==> src/rtl/snoop_bus_pkg.sv <==
// Shared definitions for the snooping bus controller: op codes, bus layout and FSM states.
package snoop_bus_pkg;

    localparam int unsigned BUS_W        = 24;
    localparam int unsigned WB_PAYLOAD_W = 10;

    typedef enum logic [1:0] {
        OP_RM   = 2'd0,
        OP_WM   = 2'd1,
        OP_INV  = 2'd2,
        OP_RSVD = 2'd3
    } op_e;

    // Field order fixes the bit positions: [23] valid, [22:21] op, [20:18] tag, [17:11] data,
    // [10] wb, [9:7] wb tag, [6:0] wb data.
    typedef struct packed {
        logic       valid;
        op_e        op;
        logic [2:0] tag;
        logic [6:0] data;
        logic       wb;
        logic [2:0] wb_tag;
        logic [6:0] wb_data;
    } bus_t;

    typedef enum logic [2:0] {
        ST_IDLE  = 3'd0,
        ST_SNOOP = 3'd1,
        ST_WB    = 3'd2,
        ST_MEM   = 3'd3,
        ST_DONE  = 3'd4
    } state_e;

    // Bus word carrying the request header, with an optional writeback payload attached.
    function automatic bus_t make_bus(input bus_t req, input logic wb,
                                      input logic [WB_PAYLOAD_W-1:0] payload);
        bus_t b;
        b       = req;
        b.valid = 1'b1;
        b.wb    = wb;
        {b.wb_tag, b.wb_data} = payload;
        return b;
    endfunction

endpackage

==> src/rtl/rr_arbiter.sv <==
// Combinational round-robin pick: first set request at or above ptr, wrapping to 0.
module rr_arbiter #(
    parameter int unsigned N_REQ = 3,
    parameter int unsigned IDX_W = 2
) (
    input  logic [N_REQ-1:0] req,
    input  logic [IDX_W-1:0] ptr,
    output logic [N_REQ-1:0] grant_c,
    output logic [IDX_W-1:0] idx_c
);

    int k;

    // Scan offsets from farthest to nearest so the nearest hit overwrites the rest.
    always_comb begin
        grant_c = '0;
        idx_c   = '0;
        k       = 0;
        for (int off = int'(N_REQ) - 1; off >= 0; off--) begin
            k = (int'(ptr) + off) % int'(N_REQ);
            if (req[IDX_W'(k)]) begin
                grant_c              = '0;
                grant_c[IDX_W'(k)]   = 1'b1;
                idx_c                = IDX_W'(k);
            end
        end
    end

endmodule

==> src/rtl/snoop_bus_controller.sv <==
// Snooping bus controller: arbitrates caches, broadcasts for snoop, inserts writebacks, waits on memory.
module snoop_bus_controller
    import snoop_bus_pkg::*;
#(
    parameter int unsigned N_REQ    = 3,
    parameter int unsigned MEM_WAIT = 2
) (
    input  logic                   i_Clock,
    input  logic                   i_Reset_n,
    input  logic [N_REQ-1:0]       i_Req,
    input  logic [24*N_REQ-1:0]    i_Msg,
    input  logic [N_REQ-1:0]       i_Snoop_WB,
    input  logic [24*N_REQ-1:0]    i_Snoop_Msg,
    input  logic [BUS_W-1:0]       i_Mem_Bus,
    output logic [BUS_W-1:0]       o_Bus,
    output logic [N_REQ-1:0]       o_Grant,
    output logic                   o_Snoop_En,
    output logic [BUS_W-1:0]       o_Resp,
    output logic [N_REQ-1:0]       o_Done
);

    localparam int unsigned IDX_W = (N_REQ > 1) ? $clog2(N_REQ) : 1;
    localparam int unsigned CNT_W = (MEM_WAIT > 1) ? $clog2(MEM_WAIT) : 1;

    state_e                  state;
    logic [IDX_W-1:0]        rr_ptr;
    logic [IDX_W-1:0]        owner;
    logic [CNT_W-1:0]        cnt;
    bus_t                    req_msg;

    logic [N_REQ-1:0]        arb_grant_c;
    logic [IDX_W-1:0]        arb_idx_c;
    bus_t                    slot_c;
    logic [N_REQ-1:0]        snoop_mask_c;
    logic                    wb_hit_c;
    logic [WB_PAYLOAD_W-1:0] wb_sel_c;
    logic                    unused_snoop_bits;

    rr_arbiter #(
        .N_REQ (N_REQ),
        .IDX_W (IDX_W)
    ) u_arb (
        .req     (i_Req),
        .ptr     (rr_ptr),
        .grant_c (arb_grant_c),
        .idx_c   (arb_idx_c)
    );

    assign slot_c            = bus_t'(i_Msg[24*arb_idx_c +: 24]);
    assign snoop_mask_c      = i_Snoop_WB & ~o_Grant;
    assign unused_snoop_bits = ^i_Snoop_Msg;

    // Lowest-index foreign snooper holding a modified copy supplies the writeback.
    always_comb begin
        wb_hit_c = 1'b0;
        wb_sel_c = '0;
        for (int s = int'(N_REQ) - 1; s >= 0; s--) begin
            if (snoop_mask_c[s]) begin
                wb_hit_c = 1'b1;
                wb_sel_c = i_Snoop_Msg[24*s +: WB_PAYLOAD_W];
            end
        end
    end

    always_ff @(posedge i_Clock or negedge i_Reset_n) begin
        if (!i_Reset_n) begin
            state      <= ST_IDLE;
            rr_ptr     <= '0;
            owner      <= '0;
            cnt        <= '0;
            req_msg    <= '0;
            o_Bus      <= '0;
            o_Grant    <= '0;
            o_Snoop_En <= 1'b0;
            o_Resp     <= '0;
            o_Done     <= '0;
        end else begin
            o_Done <= '0;
            case (state)
                ST_IDLE: begin
                    if (|i_Req) begin
                        owner      <= arb_idx_c;
                        req_msg    <= slot_c;
                        o_Grant    <= arb_grant_c;
                        o_Bus      <= make_bus(slot_c, 1'b0, '0);
                        o_Snoop_En <= 1'b1;
                        state      <= ST_SNOOP;
                    end
                end
                ST_SNOOP: begin
                    o_Snoop_En <= 1'b0;
                    if (wb_hit_c) begin
                        o_Bus <= make_bus(req_msg, 1'b1, wb_sel_c);
                        state <= ST_WB;
                    end else if (req_msg.op == OP_RM) begin
                        o_Bus <= make_bus(req_msg, 1'b0, '0);
                        cnt   <= CNT_W'(MEM_WAIT - 1);
                        state <= ST_MEM;
                    end else begin
                        o_Bus  <= '0;
                        o_Resp <= req_msg;
                        o_Done <= o_Grant;
                        state  <= ST_DONE;
                    end
                end
                ST_WB: begin
                    if (req_msg.op == OP_RM) begin
                        o_Bus <= make_bus(req_msg, 1'b0, '0);
                        cnt   <= CNT_W'(MEM_WAIT - 1);
                        state <= ST_MEM;
                    end else begin
                        o_Bus  <= '0;
                        o_Resp <= req_msg;
                        o_Done <= o_Grant;
                        state  <= ST_DONE;
                    end
                end
                ST_MEM: begin
                    if (cnt == '0) begin
                        o_Bus  <= '0;
                        o_Resp <= i_Mem_Bus;
                        o_Done <= o_Grant;
                        state  <= ST_DONE;
                    end else begin
                        cnt <= cnt - 1'b1;
                    end
                end
                ST_DONE: begin
                    o_Grant <= '0;
                    rr_ptr  <= (owner == IDX_W'(N_REQ - 1)) ? '0 : owner + 1'b1;
                    state   <= ST_IDLE;
                end
                default: state <= ST_IDLE;
            endcase
        end
    end

endmodule

==> config.mk <==
export PLATFORM = sky130hd
export DESIGN_NAME = snoop_bus_controller
export DESIGN_NICKNAME = d
export VERILOG_FILES = /design/src/rtl/snoop_bus_pkg.sv /design/src/rtl/rr_arbiter.sv /design/src/rtl/snoop_bus_controller.sv
export SDC_FILE = /design/constraint.sdc
export NUM_CORES = 1
export LEC_CHECK = 0
export ABC_AREA = 1
export CORE_AREA = 2 2 112 114
export DETAILED_ROUTE_END_ITERATION = 16
export DIE_AREA = 0 0 114 116
export GPL_TIMING_DRIVEN = 0
export PLACE_DENSITY = 0.9
export SYNTH_ARGS = -nofsm -noshare
export SYNTH_HDL_FRONTEND = slang
export SYNTH_HIERARCHICAL = 1
export SYNTH_SLANG_ARGS = --single-unit
==> constraint.sdc <==
create_clock -name i_Clock -period 3.4 [get_ports i_Clock]
set_clock_uncertainty 0.15 [all_clocks]
set_input_delay 1.02 -clock i_Clock [delete_from_list [all_inputs] [get_ports i_Clock]]
set_output_delay 1.02 -clock i_Clock [all_outputs]
set_load 0.01 [all_outputs]
==> metrics.md, run 1 <==
| Metric | Value |
|---|---|
| Slew Viols, Final | 0 |
| Buf/Inv on CP | 6 |
| DR vias | 4997 |
| WL/cell | 14.35 um |
| Minimum clock period | 3.176 ns |
| Final setup vio count | 0 |
| Dpl cells | 1010 |
| Syn Area/Cell | 7.097 sq um |
| Synthesized net count | 854 |
| I/O Pins | 231 |
| Leading area contributor after synthesis | dfrtp_1 |
| Worst setup SP type | input pin |
| Worst EP arrival | 3.29 ns |
| Clock Path Buffers | 2 |
| Ys async rst share | 1.000 |
| Die span in x | 114 um |
| Met2 Resource Use GR | 0.3845 |
| Ys Warns | 6 |
| CTS buffer count | 9 |
| Hold crit path type | reg -> reg |
| Top-count cell post-synth | nand2_1 |
| Worst-path fanout max | 10 |
| GRT met1 Usage | 0.3108 |
| Most Crowded Layer GR | met2 |
| Hold-fix buffer count after cts | 0 |
| DR DRC count | 0 |
| Clock Sinks | 87 |
| Crit end category | flip-flop |
| Post-synthesis sequential area ratio | 0.4551 |
| Area Growth Syn to Fin | 50.72% |
| Drt total wl | 14.72 mm |
| Vias in the first global route | 4839 |
| First-pass GRT wire length | 23.87 mm |
| Initial cell density of the core | 0.4016 |
| Register clock-pin slew on the reported worst setup and hold paths | 0.06 ns |
| Fin crit share | 0.9341 |
| Worst path cell trace | clkdlybuf4s50_1 -> inv_2 -> o21ai_0 -> nand2_2 -> nand2_1 -> inv_1 -> nand2_2 -> nand2_1 -> buf_2 -> inv_2 -> clkbuf_4 -> nor2_1 -> o31ai_1 -> nand2_1 -> o21ai_0 |
| Post-DP HPWL | 11.63 mm |
| IO Port Bufs | 188 |
| Post-synth EDFFs | 0 |
| # nets final | 1054 |
| GPL Wtd Cong | 0.8968 |
| Critical path's top delay family | buffers and inverters |
| Cell variety after synth | 31 |
| Post-synthesis instance area | 4783 sq um |
| Vias per Instance | 4.870 |
| Initial drt markers | 332 |
| Antenna violations before repair | 0 |
| Largest net degree at the start of global routing | 48 |
| DIE HEIGHT | 116 um |
| Final core utilization | 0.6053 |
| Core Rows | 40 |
| Met3 Use GR | 0.03975 |
| Critical Path Slowest Stage Cell | clkdlybuf4s50_1 |
| Fin Hold WS | 0.3213 ns |
| Area after DPL | 6874 sq um |
| Share of layout cells above drive strength 1 | 0.07964 |
| N_diodes | 0 |
| CTS root buffer | clkbuf_16 |
| CP required | 3.52 ns |
| Max-Cap Viols | 0 |
| VDD IR max | 0.6347 mV |
| Max incr delay on CP | 0.54 ns |
| Synth cell count leaders | nand2_1 (271), dfrtp_1 (87), nor2_1 (65), o21ai_0 (54), inv_1 (51) |
| Final WS setup | 0.2241 ns |
| Dpl ws | -0.5383 ns |
| Pwr/cell area | 947.0 nW/um^2 |
| Dominant cells by area after synthesis | dfrtp_1 (46%), nand2_1 (21%), o21ai_0 (5.7%) |
| Post-synth top area share | 0.4551 |
| Fmax | 0.3149 GHz |
| Worst-Skew Late Latency | 0.34 ns |
| CP Class | in -> reg |
| Cell count after synthesis | 674 |
| Drt first pass iters | 4 |
| GR Util All Layers | 0.2292 |
| Main synth FF type | dfrtp_1 |
| RSZ-0062 raised after global routing | true |
| CTS tree | done |
| Final Hold Vio Count | 0 |
| Slew @ Worst Pin | 0.5916 ns |
| DIE AREA | 13220 sq um |
| Pleak | 3.451 nW |
| Max transition margin | 0.6025 |
| Status | completed |
| GR Overflow Total | 0 |
| Post-route insts no fill | 1026 |
| Post-route ant nets | 0 |
| Cell area after layout | 7209 sq um |
| Most frequent cell on the critical path | nand2_1 |
| Synth Register Bits | 87 |
| H-Tree Depth | 3 |
| # Post-CTS Setup Buffers | 0 |
| Core area | 11910 sq um |
[cells by family (layout without fill, tap and decap cells)]
group	count (synthesis)	count (layout)	synth area share
DFF	87	87	0.4551
buffers and inverters	91	296	0.08161
and+or+nand+nor	400	400	0.3468
adders and majority gates	4	4	0.01046
AOI/OAI and AO/OA	91	91	0.1052
other	1	1	0.0007840
[final timing paths]
| kind | startpoint | to | slack [ns] | depth (start not counted) |
|---|---|---|---|---|
| min | owner[1] | rr_ptr[0] | 0.32 | 1 |
| max in group asynchronous | i_Reset_n | req_msg[9] | 1.98 | 2 |
| min reg2reg | owner[1] | rr_ptr[0] | 0.32 | 1 |
| max | i_Req[2] | req_msg[0] | 0.22 | 15 |
| min in group asynchronous | i_Reset_n | o_Bus[0] | 0.50 | 1 |
| max reg2reg | rr_ptr[1] | o_Bus[17] | 0.57 | 15 |
[flip-flops by register name, summed over array words and instances (netlist names)]
name and flops:
o_Bus 24, o_Resp 24, req_msg 24, o_Done 3, o_Grant 3, state 3
owner 2, rr_ptr 2, cnt 1, o_Snoop_En 1
[where the power goes]
group | switching, mW | internal [mW]
clock | 0.437 | 0.577
combinational | 2.39 | 1.63
sequential | 0.268 | 1.53
[layer usage]
layer	share of wire	up-vias
met4	0.012	0
met1	0.45	2286
met2	0.48	175
met5	0	-
li1	-	2525
met3	0.065	11
[what timing repair did]
item / in CTS / in global routing
endpoints found under the setup margin: 14 / 26
gates resized for setup: 2 / 17
hold endpoints to repair: 0 / 0
[cells in the final DEF (no fill, tap or decap), types with 7 or more instances in the layout]
cell | synthesis | layout
nor2_1 | 65 | 65
a21oi_1 | 13 | 13
buf_2 | 11 | 12
o31ai_1 | 11 | 9
clkbuf_1 | 13 | 8
nand3_1 | 45 | 45
clkbuf_16 | 0 | 9
clkdlybuf4s50_1 | 0 | 187
o21ai_0 | 54 | 54
inv_2 | 7 | 7
a31oi_1 | 9 | 9
inv_1 | 51 | 51
dfrtp_1 | 87 | 87
nand2_1 | 271 | 271
[layout make-up]
class	count	area [sq um]
Tap cell	147	183.9
Buffer	31	172.7
Timing Repair Buffer	189	1907
Fill cell	1075	4702
Sequential cell	87	2177
Multi-Input combinational cell	496	2235
Clock buffer	9	225.2
Clock inverter	7	78.83
Inverter	60	230.2
[per-stage QoR]
| step | power (mW) | setup TNS (ns) |
|---|---|---|
| floorplan | 4.232 | 0 |
| global placement | 5.649 | -174.08 |
| detailed placement | 5.763 | -10.01 |
| CTS | 6.800 | 0 |
| global route | 7.461 | -0.007632 |
| finish | 6.828 | 0 |
(Power assumes the default switching activity.)
==> run 2, diff against run 1 <==
--- a/config.mk
+++ b/config.mk
@@ -7,6 +7,7 @@
 export LEC_CHECK = 0
 export ABC_AREA = 1
 export CORE_AREA = 2 2 112 114
+export CTS_CLUSTER_DIAMETER = 30
 export DETAILED_ROUTE_END_ITERATION = 16
 export DIE_AREA = 0 0 114 116
 export GPL_TIMING_DRIVEN = 0
==> results of run 2 <==
No change in the layout: final DEF, timing and power equal those of run 1.
==> edit: new RTL, settings of run 1 <==
Change the parameter `MEM_WAIT` from 2 to 4.
--- a/src/rtl/snoop_bus_controller.sv
+++ b/src/rtl/snoop_bus_controller.sv
@@ -4,5 +4,5 @@
 #(
     parameter int unsigned N_REQ    = 3,
-    parameter int unsigned MEM_WAIT = 2
+    parameter int unsigned MEM_WAIT = 4
 ) (
     input  logic                   i_Clock,
Check against the original RTL: not equivalent (a bounded check fails within 10 cycles, from zero or initial values and one cycle with i_Reset_n low).
==> edit against run 1 <==
Area after synthesis up 3.5%; sequential cell count up 1; total power up 0.49%; setup slack better by 1.2 ps; global-route usage down 0.15 points; routed wire length up 2.3%; core utilization up 1.1 points; final area up 1.8%; critical path type unchanged; largest cell class unchanged.
==> edit: results (changes against run 1) <==
[worst_setup_path]
r2r_cells = 17  ; +2
rrSetupSlack_ps = 570  ; about the same
crit_slowest_cell = clkdlybuf4s50_1
cp_max_fo = 10  ; unchanged
r2r-end = req_msg[7]$_DFFE_PN0P_
cp.arrival_ps = 3280  ; about the same
critical-path-max-stage-delay_ps = 530
cp_top_family = buffers and inverters
timing.rr.start = rr_ptr[0]$_DFFE_PN0P_

[synth]
postSynthAreaPerCell_um2 = 7.05  ; -0.67%
ys_top_cells_by_count = nand2_1, dfrtp_1, inv_1
synthDistinctLibCells = 34  ; +9.7%
syn_nets = 883  ; +3.4%
async_flop_share_pct = 100  ; unchanged
seq_area_frac_synth_pct = 44.5  ; -1.0 points
synthTopCellsByArea = dfrtp_1, nand2_1, o21ai_0
synth_warnings = 6  ; unchanged
synth_top_flop_cell = dfrtp_1
yosysTopAreaCellShare_pct = 44.5  ; -1.0 points

[hold_path]
holdPathEnd = o_Resp[18]$_DFFE_PN0P_
hp-start = o_Resp[18]$_DFFE_PN0P_
hold_class = reg2reg
holdPathStages = 2  ; +1

[global_routing]
grt_usage_pct = 22.8  ; -0.15 points
grt_max_degree = 67  ; +40%
grt_pass1_vias = 4980  ; +2.9%
grt_pass1_wl_um = 23700  ; -0.49%
antenna_found_initial = 0  ; unchanged

[route]
first_pass_iters = 6  ; +2
drtIter0Drc = 511  ; +54%
num_vias = 5115  ; +2.4%
vias_per_cell = 4.85  ; -0.36%
wl_per_cell_um = 14.3  ; -0.44%

[clock_network]
h-tree-depth = 3  ; unchanged
post_cts_buffers = 0  ; unchanged
clk_path_buf_depth = 2  ; unchanged
clk_latency_ps = 340  ; about the same
cts_buffers = 9  ; unchanged
path_clk_slew_ps = 60  ; about the same
root_buffer = clkbuf_16

[final_layout]
layout-drive-gt1-share_pct = 8.38  ; +0.42 points
top_regs = o_Bus (24), o_Resp (24), req_msg (24)
nets = 1083  ; +2.8%
num-fill-cells = 1056  ; -1.8%
antenna_cells = 0  ; unchanged

[timing]
hold_slack_ps = 320  ; -1.16 ps
slew-limit-headroom_pct = 57.8  ; -2.4 points

[placement]
placedCellCount = 1038  ; +2.8%
gp_congestion = 0.896  ; -0.14%
port_buffers = 188  ; unchanged
placed_area_um2 = 7040  ; +2.4%
hpwlAfterDp_um = 11900  ; +2.0%
pre_cts_slack_ps = -332  ; +206 ps

[power]
leakage_nw = 3.62  ; +4.8%
irDropWorstVdd_v = 0.000456  ; -28%

[outcome]
status = finished clean

## edit: worst min-delay path, cell delays in order, from the launching register on
cell,delay (ps)
dfrtp_1,340
nand2_1,50
nand2_1,50
## edit: layout make-up
type,instances,area (um^2),area share [%]
Buffer,30,184,2.51
Clock inverter,7,48.8,0.665
Tap cell,147,184,2.51
Timing Repair Buffer,189,1910,26.0
Sequential cell,88,2200,30.0
Multi-Input combinational cell,505,2280,31.1
Clock buffer,9,225,3.07
Inverter,79,304,4.14
## edit: layer usage
metal	track usage [%]	vias up	share of wire (%)
li1	-	2581	-
met1	27.9	2290	42
met2	39.7	218	48
met3	5.91	26	8.3
met4	6.91	0	2.2
met5	0	-	0
## edit: cell families after synthesis
logic type | synth area share, %
AOI/OAI and AO/OA | 10.7
adders and majority gates | 1.26
buffers and inverters | 9.73
DFF | 44.5
other | 0.0758
and+or+nand+nor | 33.7
## edit: worst max path at each step
stage                     startpoint                 endpoint  slack, ps  depth (start not counted)
after floorplan             i_Req[2]    o_Bus[12]$_DFFE_PN0P_        750                         16
after global placement     i_Reset_n  req_msg[20]$_DFFE_PN0P_      -2060                          1
after detailed placement    i_Req[2]   req_msg[7]$_DFFE_PN0P_       -330                         10
after CTS                   i_Req[2]   req_msg[7]$_DFFE_PN0P_          6                         10
after global routing        i_Req[2]   req_msg[6]$_DFFE_PN0P_         10                         15
final                       i_Req[2]   req_msg[7]$_DFFE_PN0P_        230                         15
## edit: report_power, final
part | switching, mW | leakage (nW) | total, mW | internal [mW]
Clock | 0.422 | 0.135 | 0.917 | 0.495
Sequential | 0.277 | 1.09 | 1.83 | 1.55
Combinational | 2.45 | 2.39 | 4.12 | 1.67
Total | 3.15 | 3.62 | 6.86 | 3.71
## edit: repair_timing
action,CTS,global route
resized for setup,0,12
hold endpoints to repair,0,0
endpoints found under the setup margin,0,21
